**config.mk**
```make
export PLATFORM = sky130hd
export DESIGN_NAME = clk_div_multi
export DESIGN_NICKNAME = d
export VERILOG_FILES = /design/src/rtl/clk_div_multi.sv
export SDC_FILE = /design/constraint.sdc
export NUM_CORES = 1
export LEC_CHECK = 0
export ABC_AREA = 1
export CAP_MARGIN = 30
export CELL_PAD_IN_SITES_DETAIL_PLACEMENT = 1
export CELL_PAD_IN_SITES_GLOBAL_PLACEMENT = 1
export CORE_MARGIN = 2
export CORE_UTILIZATION = 40
export CTS_BUF_LIST = sky130_fd_sc_hd__clkbuf_4
export CTS_CLUSTER_DIAMETER = 30
export DETAILED_ROUTE_END_ITERATION = 10
export PLACE_DENSITY = 0.7
export RECOVER_POWER = 25
export SLEW_MARGIN = 20
export SYNTH_ARGS = -nofsm -noshare
export SYNTH_HDL_FRONTEND = slang
export SYNTH_SLANG_ARGS = --single-unit
```
**constraint.sdc**
```tcl
create_clock -name clk -period 4.15 [get_ports clk]
set_input_delay 0.83 -clock clk [delete_from_list [all_inputs] [get_ports clk]]
set_output_delay 0.83 -clock clk [all_outputs]
set_load 0.1 [all_outputs]
```
**src/rtl/clk_div_multi.sv**
```systemverilog
// clk_div_multi: multi-channel, run-time-programmable clock divider.
// Each channel produces a 50%-duty divided waveform (period 2*D cycles)
// and a one-cycle tick strobe every D cycles. New divisors are written
// into a shadow register and take effect at the channel's next wrap, or
// at once on a sync restart, so no period ever mixes two divisors.
//
// Ports:
//   clk          system clock
//   reset        asynchronous active-low reset
//   en           global count enable (counters hold while low)
//   sync         restart all channels from count 0, slow_clk low
//   div_load     write strobe for a channel divisor
//   div_ch       channel index for div_load (>= NUM_CH ignored)
//   div_value    divisor to write (0 behaves as 1)
//   slow_clk     per-channel divided waveform
//   tick         per-channel one-cycle strobe
//   div_pending  per-channel: a loaded divisor is waiting for a wrap
module clk_div_multi #(
  parameter int unsigned        NUM_CH      = 4,
  parameter int unsigned        CNT_W       = 16,
  parameter logic [CNT_W-1:0]   DEFAULT_DIV = CNT_W'(50000)
) (
  input  logic              clk,
  input  logic              reset,
  input  logic              en,
  input  logic              sync,
  input  logic              div_load,
  input  logic [2:0]        div_ch,
  input  logic [CNT_W-1:0]  div_value,
  output logic [NUM_CH-1:0] slow_clk,
  output logic [NUM_CH-1:0] tick,
  output logic [NUM_CH-1:0] div_pending
);

  localparam int unsigned CH_IDX_W = 3;

  logic [NUM_CH-1:0][CNT_W-1:0] cnt_q, cnt_d;
  logic [NUM_CH-1:0][CNT_W-1:0] act_q, act_d;
  logic [NUM_CH-1:0][CNT_W-1:0] sh_q,  sh_d;
  logic [NUM_CH-1:0]            pend_q, pend_d;
  logic [NUM_CH-1:0]            slow_q, slow_d;
  logic [NUM_CH-1:0]            tick_q, tick_d;

  logic [NUM_CH-1:0][CNT_W-1:0] last_c;
  logic [NUM_CH-1:0]            wrap_c;
  logic [NUM_CH-1:0]            ld_hit_c;
  logic [NUM_CH-1:0]            apply_c;

  // Per-channel terminal count (act=0 treated as D=1), wrap and load decode.
  always_comb begin
    last_c   = '0;
    wrap_c   = '0;
    ld_hit_c = '0;
    apply_c  = '0;
    for (int i = 0; i < NUM_CH; i++) begin
      last_c[i]   = (act_q[i] == '0) ? '0 : act_q[i] - CNT_W'(1);
      wrap_c[i]   = (cnt_q[i] == last_c[i]);
      ld_hit_c[i] = div_load && (div_ch == CH_IDX_W'(i));
      // A divisor swap happens only at a period boundary: wrap or sync.
      apply_c[i]  = sync || (en && wrap_c[i]);
    end
  end

  // Next-state: counting, then divisor shadow/apply handling.
  always_comb begin
    cnt_d  = cnt_q;
    act_d  = act_q;
    sh_d   = sh_q;
    pend_d = pend_q;
    slow_d = slow_q;
    tick_d = '0;
    for (int i = 0; i < NUM_CH; i++) begin
      if (sync) begin
        cnt_d[i]  = '0;
        slow_d[i] = 1'b0;
      end else if (en) begin
        if (wrap_c[i]) begin
          cnt_d[i]  = '0;
          tick_d[i] = 1'b1;
          slow_d[i] = ~slow_q[i];
        end else begin
          cnt_d[i] = cnt_q[i] + CNT_W'(1);
        end
      end

      if (apply_c[i]) begin
        // A write landing on the boundary bypasses the shadow.
        if (ld_hit_c[i]) begin
          act_d[i]  = div_value;
          sh_d[i]   = div_value;
          pend_d[i] = 1'b0;
        end else if (pend_q[i]) begin
          act_d[i]  = sh_q[i];
          pend_d[i] = 1'b0;
        end
      end else if (ld_hit_c[i]) begin
        sh_d[i]   = div_value;
        pend_d[i] = 1'b1;
      end
    end
  end

  // State registers.
  always_ff @(posedge clk or negedge reset) begin
    if (!reset) begin
      cnt_q  <= '0;
      act_q  <= {NUM_CH{DEFAULT_DIV}};
      sh_q   <= {NUM_CH{DEFAULT_DIV}};
      pend_q <= '0;
      slow_q <= '0;
      tick_q <= '0;
    end else begin
      cnt_q  <= cnt_d;
      act_q  <= act_d;
      sh_q   <= sh_d;
      pend_q <= pend_d;
      slow_q <= slow_d;
      tick_q <= tick_d;
    end
  end

  assign slow_clk    = slow_q;
  assign tick        = tick_q;
  assign div_pending = pend_q;

endmodule

```
* Yosys cells after proc, flatten, opt, wreduce, memory -nomap -nowiden *
Index checks and enable logic that the tools add are counted.

storage, ports and cells
  output and inout port bits = 12
  memories kept = 0
  bits of input ports = 24
  latch bits = 0
  bits in read-only memories = 0
  logic and storage cells = 134
  register bits = 204
  memory bits (writable) = 0

cells by class
  reductions and logical operators = 38
  $add $sub $neg = 8
  shift-type cells = 0
  $lt $le $gt $ge = 0
  divide/modulo/power cells = 0
  bitwise operators = 4
  equal/unequal tests = 7
  muxes and demuxes = 56
  multiply operators = 0

operator list
  operator                                                              number
  16-bit 2-to-1 mux                                                     24
  16-bit by 1-bit adder with 16-bit output, second input constant       4
  16-bit == test                                                        4
  16-bit logical NOT                                                    4
  16-bit by 1-bit subtractor with 16-bit output, second input constant  4
  1-bit 2-to-1 mux                                                      32
  2-bit nonzero test                                                    13
  2-bit AND reduction                                                   8
  1-bit logical AND                                                     8
  3-bit by 2-bit == test with 1-bit output, second input constant       2
  1-bit logical OR                                                      4
  1-bit inverter                                                        4
  3-bit by 1-bit == test with 1-bit output, second input constant       1
  3-bit logical NOT                                                     1

* Depth between registers and ports, before layout *
  depth after elaboration = 6
  depth in mapped cells = 19
  depth with buffers taken out = 18

* Worst setup path before layout *
OpenSTA, ideal clock, no wires.

  path kind = register to register
  start = register act_q[48] (netlist bit)
  end = register act_q[60] (netlist bit)
  path buffers = 2
  period minus slack after synthesis = 2260 ps
  data required time = 4033 ps
  slack = 1890 ps
  stages on the path, launching flop included = 18
  arrival = 2143 ps
  setup time = 117 ps
  path through = dfrtp_1 > inv_1 > ha_1 > nand2_1 > nor2_2 > nand2_4 > buf_6 > nand3_1 > nand2_1 > nor2_1 > nand2_1 > nor2_2 > nand3_2 > nand2_2 > nand3_4 > buf_6 > nand2_1 > nand2_1

on the way
  cells in the longest elaborated chain, start to end = 6
  elaborated cells on any way between the ends = 7

RTL lines
  element                                                                              line  text
  from (decl)                                                                          38    logic [NUM_CH-1:0][CNT_W-1:0] act_q, act_d;
  from (signal assigned)                                                               107   act_q <= {NUM_CH{DEFAULT_DIV}};
  from (signal assigned)                                                               114   act_q <= act_d;
  16-bit by 1-bit subtractor with 16-bit output or 16-bit logical NOT (tied branches)  56    last_c[i] = (act_q[i] == '0) ? '0 : act_q[i] - CNT_W'(1);
  16-bit 2-to-1 mux *                                                                  56
  16-bit == test *                                                                     57    wrap_c[i] = (cnt_q[i] == last_c[i]);
  1-bit logical AND *                                                                  60    apply_c[i] = sync || (en && wrap_c[i]);
  1-bit logical OR *                                                                   60
  2-bit AND reduction (no source line) *                                               -

Every way passes the cells marked *; elsewhere a longest branch is shown, timed or not.
A chain may end at the register's enable or synchronous reset.

* Worst setup path in the final report *
  start = register pend_q[0], in the netlist div_pending[0]
  end = output port div_pending[0]

RTL lines
  element                 line  text
  from (decl)             40    logic [NUM_CH-1:0] pend_q, pend_d;
  from (signal assigned)  116   pend_q <= pend_d;
  to (decl)               32    output logic [NUM_CH-1:0] div_pending

No word-level cell between the ends.

==> run_results.csv <==
group,metric,value,unit
run_status,status,"complete, but fails checks",
run_status,violations,"capacitance limit, slew limit",
global_route,grt_max_degree,92,
global_route,grt_overflow,0,
critical_path,end_kind,"primary output",
power,sw_frac_of_total,41.9,%
sta,rsz0062_at_grt,"no",
cts,worstSkewPairLatency,710,ps
sta,post-route-period-util,75.5,%
critical_path,required,3320,ps
layout,multi_input_comb_area,6310,µm²
global_route,grt_pass1_wl,64.3,mm
power,p_seq_share,33.6,%
sta,slew_viol_final,91,
power,vdd_drop_max,0.320,mV
route,drtPass1Iterations,4,
yosys,syn_nets,1817,
yosys,synthTopCellsByArea,"dfrtp_1 31%, nand2_1 18%, dfstp_2 10%, nand3_1 7.9%, nor2_1 6.2%",
yosys,synth-edff-count,0,
critical_path,crit_family,"buffers and inverters",
yosys,synth_ff_type,"dfrtp_1",
layout,area_growth,12.5,%
power,powerDensity,583,nW/µm²
cts,cts_tree,"yes",
global_route,grt_pass1_vias,12400,
cts,path_clk_slew,60,ps
sta,finalSetupTns,0,ps
layout,mostFrequentLayoutCells,"597 x nand2_1, 205 x nor2_1, 198 x nand3_1, 173 x inv_1, 156 x dfrtp_1",
floorplan,core-area,30700,µm²
sta,fin_worst_skew,41.6,ps
critical_path,worstSetupPathType,"register to primary output",
yosys,synthAdderAreaFrac,0.802,%
layout,final_common_cell,"nand2_1",
yosys,synth_top_area_share,31.3,%
power,p_int,4.75,mW
yosys,netlist-cell-type-count,34,
yosys,yosysWarnings,0,
power,switchingPower,3.43,mW
sta,worst_pin_slew,2580,ps
yosys,syn_inst,1785,
route,wl_per_cell,16.9,µm
power,pwr-share-comb,38.0,%
run,maxCapViolCount,1,
sta,slew-limit-headroom,-71.7,%
floorplan,fp.dieW,181,µm
cts,cts_hold_buf,0,
power,p_leak,6.87,nW
yosys,synth_seq_cells,204,
critical_path,crit_start,"div_pending[0]",
yosys,synth_top_area_cell,"dfrtp_1",
route,drc,0,
critical_path,worst_r2r_startpoint,"act_q[0]",
global_route,antenna_found_initial,2,
cts,cts-root-buf,"clkbuf_4",
route,wl,39.0,mm
placement,globalplace.congestion,0.837,
power,p_clk_share,28.3,%
cts,htreeDepth,3,
floorplan,dieArea,32600,µm²
yosys,avgSynthCellArea,6.99,µm²
sta,hold_viol_final,0,
layout,seqCellArea,5160,µm²
placement,dpl.hpwl,28.2,mm
critical_path,critical_path.max_stage_delay,1160,ps
placement,portBuffers,35,
cts,clock_sinks,204,
worst_hold_path,min_from,"act_q[31]",
cts,cts_buffer_depth,3,
cts,ctsResizeCount,0,
cts,cts_buffers,69,
layout,finalNetCount,1883,
floorplan,die_h,181,µm
critical_path,crit_slowest_cell,"clkdlybuf4s50_1",
yosys,synth_top_family_by_area,"simple AND/OR/NAND/NOR gates",
route,drtAntennaViolNets,0,
yosys,synth_compound_area_share,4.96,%
yosys,ys_seq_area_share,41.4,%
yosys,synthMuxAreaShare,0,%
floorplan,io_pins,36,
route,via_count,12100,
floorplan,rows,64,
global_route,grtUsageTotal,24.3,%
yosys,synthesis.area,12500,µm²
sta,setup_viol,0,
sta,whs,482,ps
route,viasPerCell,5.24,
critical_path,path_buf_inv,1,
sta,fmax,0.319,GHz
critical_path,start_kind,"register",
critical_path,cp.arrival,2300,ps
floorplan,initial_core_util,40.7,%
critical_path,critPathMaxFanout,2,
yosys,synth_xor_xnor_area_share,2.53,%
sta,fin_crit,3130,ps
layout,drive_gt1_share,11.8,%
route,drt_iter0_markers,548,
layout,final.fill_count,3959,
yosys,yosys.area_share.simple,42.3,%
yosys,synth-async-reset-ratio,100,%
cts,cts_setup_buffers,0,
worst_hold_path,hp-class,"register to register",
critical_path,cp_cell_sequence,"clkdlybuf4s50_1",
-- registers in the layout (all words and copies together) (netlist names) --
register	count
tick	4
cnt_q	64
act_q	64
sh_q	64
slow_clk	4
div_pending	4
-- kinds of logic (layout without fill, tap and decap cells) --
| family | count (synthesis) | in the layout |
|---|---|---|
| AO/OA/AOI/OAI | 119 | 119 |
| XOR/XNOR | 36 | 36 |
| adder cells (fa/ha/maj) | 8 | 8 |
| buffers and inverters | 229 | 350 |
| flip-flops | 204 | 204 |
| other | 0 | 2 |
| AND/OR/NAND/NOR | 1189 | 1189 |
-- stage by stage --
| step | power [mW] | util [%] | setup WS (ps) | instance area (µm²) | cells |
|---|---|---|---|---|---|
| detailed placement | 5.90 | 42.7 | 1090 | 13100 | 2176 |
| floorplan | 5.05 | - | 1890 | 12500 | 1785 |
| CTS | 8.29 | 45.8 | 952 | 14000 | 2302 |
| global placement | 5.78 | 42.7 | 1110 | 13100 | 2176 |
| finish | 8.18 | 45.8 | 1020 | 14000 | 2304 |
| global route | 8.93 | 45.8 | 720 | 14000 | 2304 |
-- area by class of cell --
type / instances / area share (%)
timing repair buffer: 48 / 3.24
antenna: 2 / 0.0356
multi-input combinational: 1352 / 45.0
tap: 396 / 3.53
sequential: 204 / 36.8
clock buffer: 103 / 5.51
clock inverter: 23 / 1.23
inverter: 176 / 4.71
-- cell usage after synthesis (2+ instances only) --
cell type,n
clkbuf_1,19
nand4_1,83
dfstp_2,48
nor3_1,35
buf_4,8
nand3_2,6
o21bai_1,9
o21ai_0,97
nand2_1,597
or2_2,5
nor2_1,205
a21oi_1,12
nor2_4,4
nand2_4,5
dfrtp_1,156
nand3b_1,5
nor2_2,16
inv_1,173
nand3_1,198
buf_6,13
nand3_4,5
nor3b_1,2
nor4_1,12
nand2_2,5
ha_1,8
and2_1,4
buf_2,10
clkinv_1,2
xor2_1,36
buf_1,3
-- metal layers --
layer / vias to the layer above / global-route usage, % / part of all wire [%]
met5: - / 0 / 0
met4: 0 / 6.81 / 2.1
met3: 71 / 4.30 / 3.1
met2: 160 / 40.1 / 47
met1: 5876 / 32.9 / 48
li1: 5957 / - / -
-- worst paths after layout --
kind                             endpoint  slack (ps)  cells past startpoint
max                        div_pending[0]        1020                      1
min                             act_q[31]         480                      2
max reg2reg                      act_q[4]        1060                     14
min reg2reg                     act_q[31]         480                      2
max in group asynchronous        act_q[4]        1640                      2
min in group asynchronous       cnt_q[30]         890                      1
-- power groups by stage --
stage / clock network, mW / logic, mW / registers (mW)
floorplan: 0 / 2.33 / 2.72
global placement: 0 / 3.00 / 2.78
detailed placement: 0 / 3.11 / 2.79
CTS: 2.41 / 3.13 / 2.76
global route: 2.53 / 3.59 / 2.81
finish: 2.32 / 3.11 / 2.75
Note: power is estimated with default switching activity, not from simulation.
==> patch 1, RTL diff (config.mk and constraints unchanged) <==
Remove the register `tick_q`: a continuous assignment takes its place, so the output `tick` follows one clock earlier.
--- a/src/rtl/clk_div_multi.sv
+++ b/src/rtl/clk_div_multi.sv
@@ -110,3 +110,2 @@
       slow_q <= '0;
-      tick_q <= '0;
     end else begin
@@ -117,5 +116,6 @@
       slow_q <= slow_d;
-      tick_q <= tick_d;
     end
   end
+
+  assign tick_q = tick_d;
 
Check against the original RTL: not equivalent (Yosys sat finds a counterexample within 4 cycles, from zero or initial values and one cycle with reset low).
==> patch 1 against the unedited design <==
  * The run still ends with capacitance limit, slew limit left
  * Sequential cell count fell by 4
  * Die area fell by 0.78%
  * Synthesized area fell by 0.80%
  * Cell area fell by 3.9%
  * Worst setup slack got worse by 0.75 ns
  * Fmax fell by 19%
  * Final cell count fell by 4.4%
  * Routed wire length fell by 4.8%
  * First-iteration DRC count fell by 8.6%
  * Synthesized cell count fell by 0.73%
  * Total power fell by 14%
  * Critical path type unchanged
  * Critical endpoint is now tick[0]
  * Largest cell class unchanged
  * Largest power group unchanged
  * Highest routed layer unchanged
==> patch 1: results (changes against the unedited design) <==
[status]
outcome = finished, violations left
violations = capacitance limit, slew limit

[setup_path]
cp_max_fo = 36  ; +34
arrival_ns = 3.05  ; +0.75 ns
reg2regPathDepth = 17  ; +3
startpoint = act_q[0]
slowest_stage = dfrtp_1
rr_endpoint = act_q[30]

[timing]
drv_slew = 85  ; -6.6%
min_period_ns = 3.88  ; +0.746 ns

[synthesis]
synth_area_per_cell_um2 = 6.98  ; about the same
synth-xor-area-share_pct = 2.83  ; +0.30 points
synth_compound_area_share_pct = 4.96  ; about the same
synth_cell_types = 39  ; +15%
yosys.area_share.adder_pct = 0.809  ; +0.0065 points

[final_layout]
drive_gt1_share_pct = 10.1  ; -1.7 points
final-clk-cell-share_pct = 2.14  ; -4.6 points

[routing]
routed_wl_mm = 37.1  ; -4.8%
drtPass1Iterations = 5  ; +1
met1_length_mm = 17.9  ; -4.0%
vias = 11500  ; -4.6%
drt_iter0_drc = 501  ; -8.6%

[job]
maxCapViolCount = 1  ; unchanged

[global_routing]
grt_use_total_pct = 23.5  ; -0.85 points
first_global_vias = 12200  ; -1.9%

[hold_path]
min-delay-start = act_q[6]

[placed_design]
dpl.cell_count = 2166  ; -0.46%

[power_and_ir_drop]
leakagePower_nw = 6.40  ; -6.8%

## patch 1: cell types whose count changed after synthesis, moves of 4 or more
cell	delta
dfrtp_1	-4
inv_1	+12
nand2_1	-25
nand2_2	+6
nand3_1	+5
nor4_1	-6
o21ai_0	-4
xor2_1	+4
## patch 1: how the worst min path moves through the flow
stage          cells after the start   endpoint  slack [ns]
6_report                           2   act_q[6]        0.50
5_1_grt                            2  act_q[31]        0.52
4_1_cts                            1  cnt_q[10]        0.23
3_5_place_dp                       2   act_q[0]        0.47
3_3_place_gp                       2   act_q[0]        0.46
2_1_floorplan                      2   act_q[0]        0.44
## patch 1: cells by family (layout without fill, tap and decap cells)
kind of cell / after synthesis / after routing
compound gates: 116 / 116
xor+xnor: 40 / 40
fa+ha+maj: 8 / 8
buf+inv: 243 / 274
flops: 200 / 200
other cells: 0 / 1
simple gates: 1165 / 1167
## patch 1: power breakdown
group,total [mW],switching [mW],internal (mW)
clock network,1.10,0.810,0.286
logic,3.21,2.17,1.04
registers,2.72,0.348,2.38
==> patch 2, RTL diff (same flow settings) <==
Made on the original files. The parameter `CNT_W` goes from 16 to 32.
--- a/src/rtl/clk_div_multi.sv
+++ b/src/rtl/clk_div_multi.sv
@@ -19,3 +19,3 @@
   parameter int unsigned        NUM_CH      = 4,
-  parameter int unsigned        CNT_W       = 16,
+  parameter int unsigned        CNT_W       = 32,
   parameter logic [CNT_W-1:0]   DEFAULT_DIV = CNT_W'(50000)
Ports: changed (resized div_value); port bits go from 36 to 52. The function was not compared with the original's and may differ.
==> patch 2 against the unedited design <==
  * The run still ends with capacitance limit, slew limit left
  * Total power grew 88%
  * Worst setup slack lost 0.54 ns
  * Cell area grew 99%
  * Routed wire length grew 140%
  * Synthesized area grew 100%
  * Non-clock buffer count grew 64
  * Final cell count grew 100%
  * Sequential cell count grew 192
==> patch 2: results (changes against the unedited design) <==
[setup_path]
path_delay_family = simple AND/OR/NAND/NOR gates
slowest_stage = nor2_1
critical_path.max_stage_delay_ns = 0.45  ; -0.71 ns
cp_max_fo = 26  ; +24

[status]
violations = capacitance limit, slew limit
outcome = finished, violations left

[placed_design]
gp_congestion = 0.927  ; +11%
port_buffers = 51  ; +46%
dpl.cell_count = 4471  ; +110%
dp_hpwl_mm = 70.7  ; +150%
placed_area_um2 = 26400  ; +100%

[timing]
drv_slew = 105  ; +15%
clock_skew_ns = 0.0491  ; +0.00746 ns
slew_headroom_pct = -102  ; -30 points

[clock_tree]
cts_buffers = 117  ; +70%
ctsHoldBuffers = 1  ; +1

[routing]
drtPass1Iterations = 5  ; +1
routedWlPerCell_um = 19.7  ; +17%
viasPerCell = 5.40  ; +3.2%

[final_layout]
fillers = 8100  ; +100%
layout.cells.non_filler = 4688  ; +100%
top_regs = act_q (128), cnt_q (128), sh_q (128)
syn_to_final_growth_pct = 12.1
nets = 3802  ; +100%
drive_gt1_share_pct = 9.72  ; -2.0 points

[synthesis]
yosys-top-cells-area = dfrtp_1 (35%), nand2_1 (18%), nand4_1 (7.0%)
syn-num-nets = 3699  ; +100%
synth_cell_types = 40  ; +18%
synth_area_per_cell_um2 = 6.83  ; -2.2%
synth_commonest_cells = nand2_1 (1183), nor2_1 (468), dfrtp_1 (348), inv_1 (338), nand3_1 (284)
yosysSeqAreaShare_pct = 40.0  ; -1.4 points

[global_routing]
grt_use_total_pct = 29.4  ; +5.1 points
first_global_vias = 26800  ; +120%
antenna_found_initial = 6  ; +4
grt_max_degree = 123  ; +34%

[power_and_ir_drop]
pg_clk_mw = 4.04  ; +74%
sw_frac_of_total_pct = 43.8  ; +1.9 points
leakagePower_nw = 13.4  ; +95%

[job]
maxCapViolCount = 1  ; unchanged

==> patch 2: final timing paths <==
check,start,to,slack [ns],depth (start not counted)
setup reg to reg,act_q[32],cnt_q[39],0.48,18
max in group asynchronous,reset,cnt_q[58],0.51,3
min in group asynchronous,reset,act_q[96],1.42,2
hold / removal,act_q[46],act_q[46],0.50,2
hold reg to reg,act_q[46],act_q[46],0.50,2
setup / recovery,act_q[32],cnt_q[39],0.48,18
==> patch 2: cells by family after synthesis <==
| group | count (synthesis) | synth area share, % |
|---|---|---|
| AOI/OAI and AO/OA | 323 | 7.13 |
| xor gates and xnor gates | 76 | 2.67 |
| adders and majority gates | 8 | 0.401 |
| buffers and inverters | 468 | 7.78 |
| DFF | 396 | 40.0 |
| and+or+nand+nor | 2380 | 42.1 |
==> patch 2: final cells by class <==
type	instances	share of cell area (%)
antenna	3	0.0268
clock buffer	166	4.45
clock inverter	47	1.21
inverter	340	4.58
multi-input combinational	2787	46.7
sequential	396	35.6
tap	837	3.74
timing repair buffer	112	3.64
==> patch 2: worst reg2reg max path: stages, from the launching register on <==
cell	delay [ns]
dfrtp_1	0.40
inv_1	0.13
ha_1	0.22
nand3_2	0.16
nor2_1	0.45
nand2_1	0.21
o21bai_1	0.25
nand3_1	0.10
nand2_1	0.14
nand2_1	0.07
nor2_1	0.10
nand2_1	0.05
nor2_1	0.17
nand3_1	0.18
nand2_2	0.28
nand2_1	0.17
inv_2	0.23
buf_12	0.21
nor2_1	0.07
==> patch 2: metal layers <==
metal | share of wire, % | up-vias | GRT usage, %
met2 | 48 | 471 | 49.5
li1 | - | 12300 | -
met1 | 46 | 12400 | 39.1
met5 | 0.035 | - | 0
met4 | 2.5 | 6 | 8.35
met3 | 3.9 | 153 | 4.56
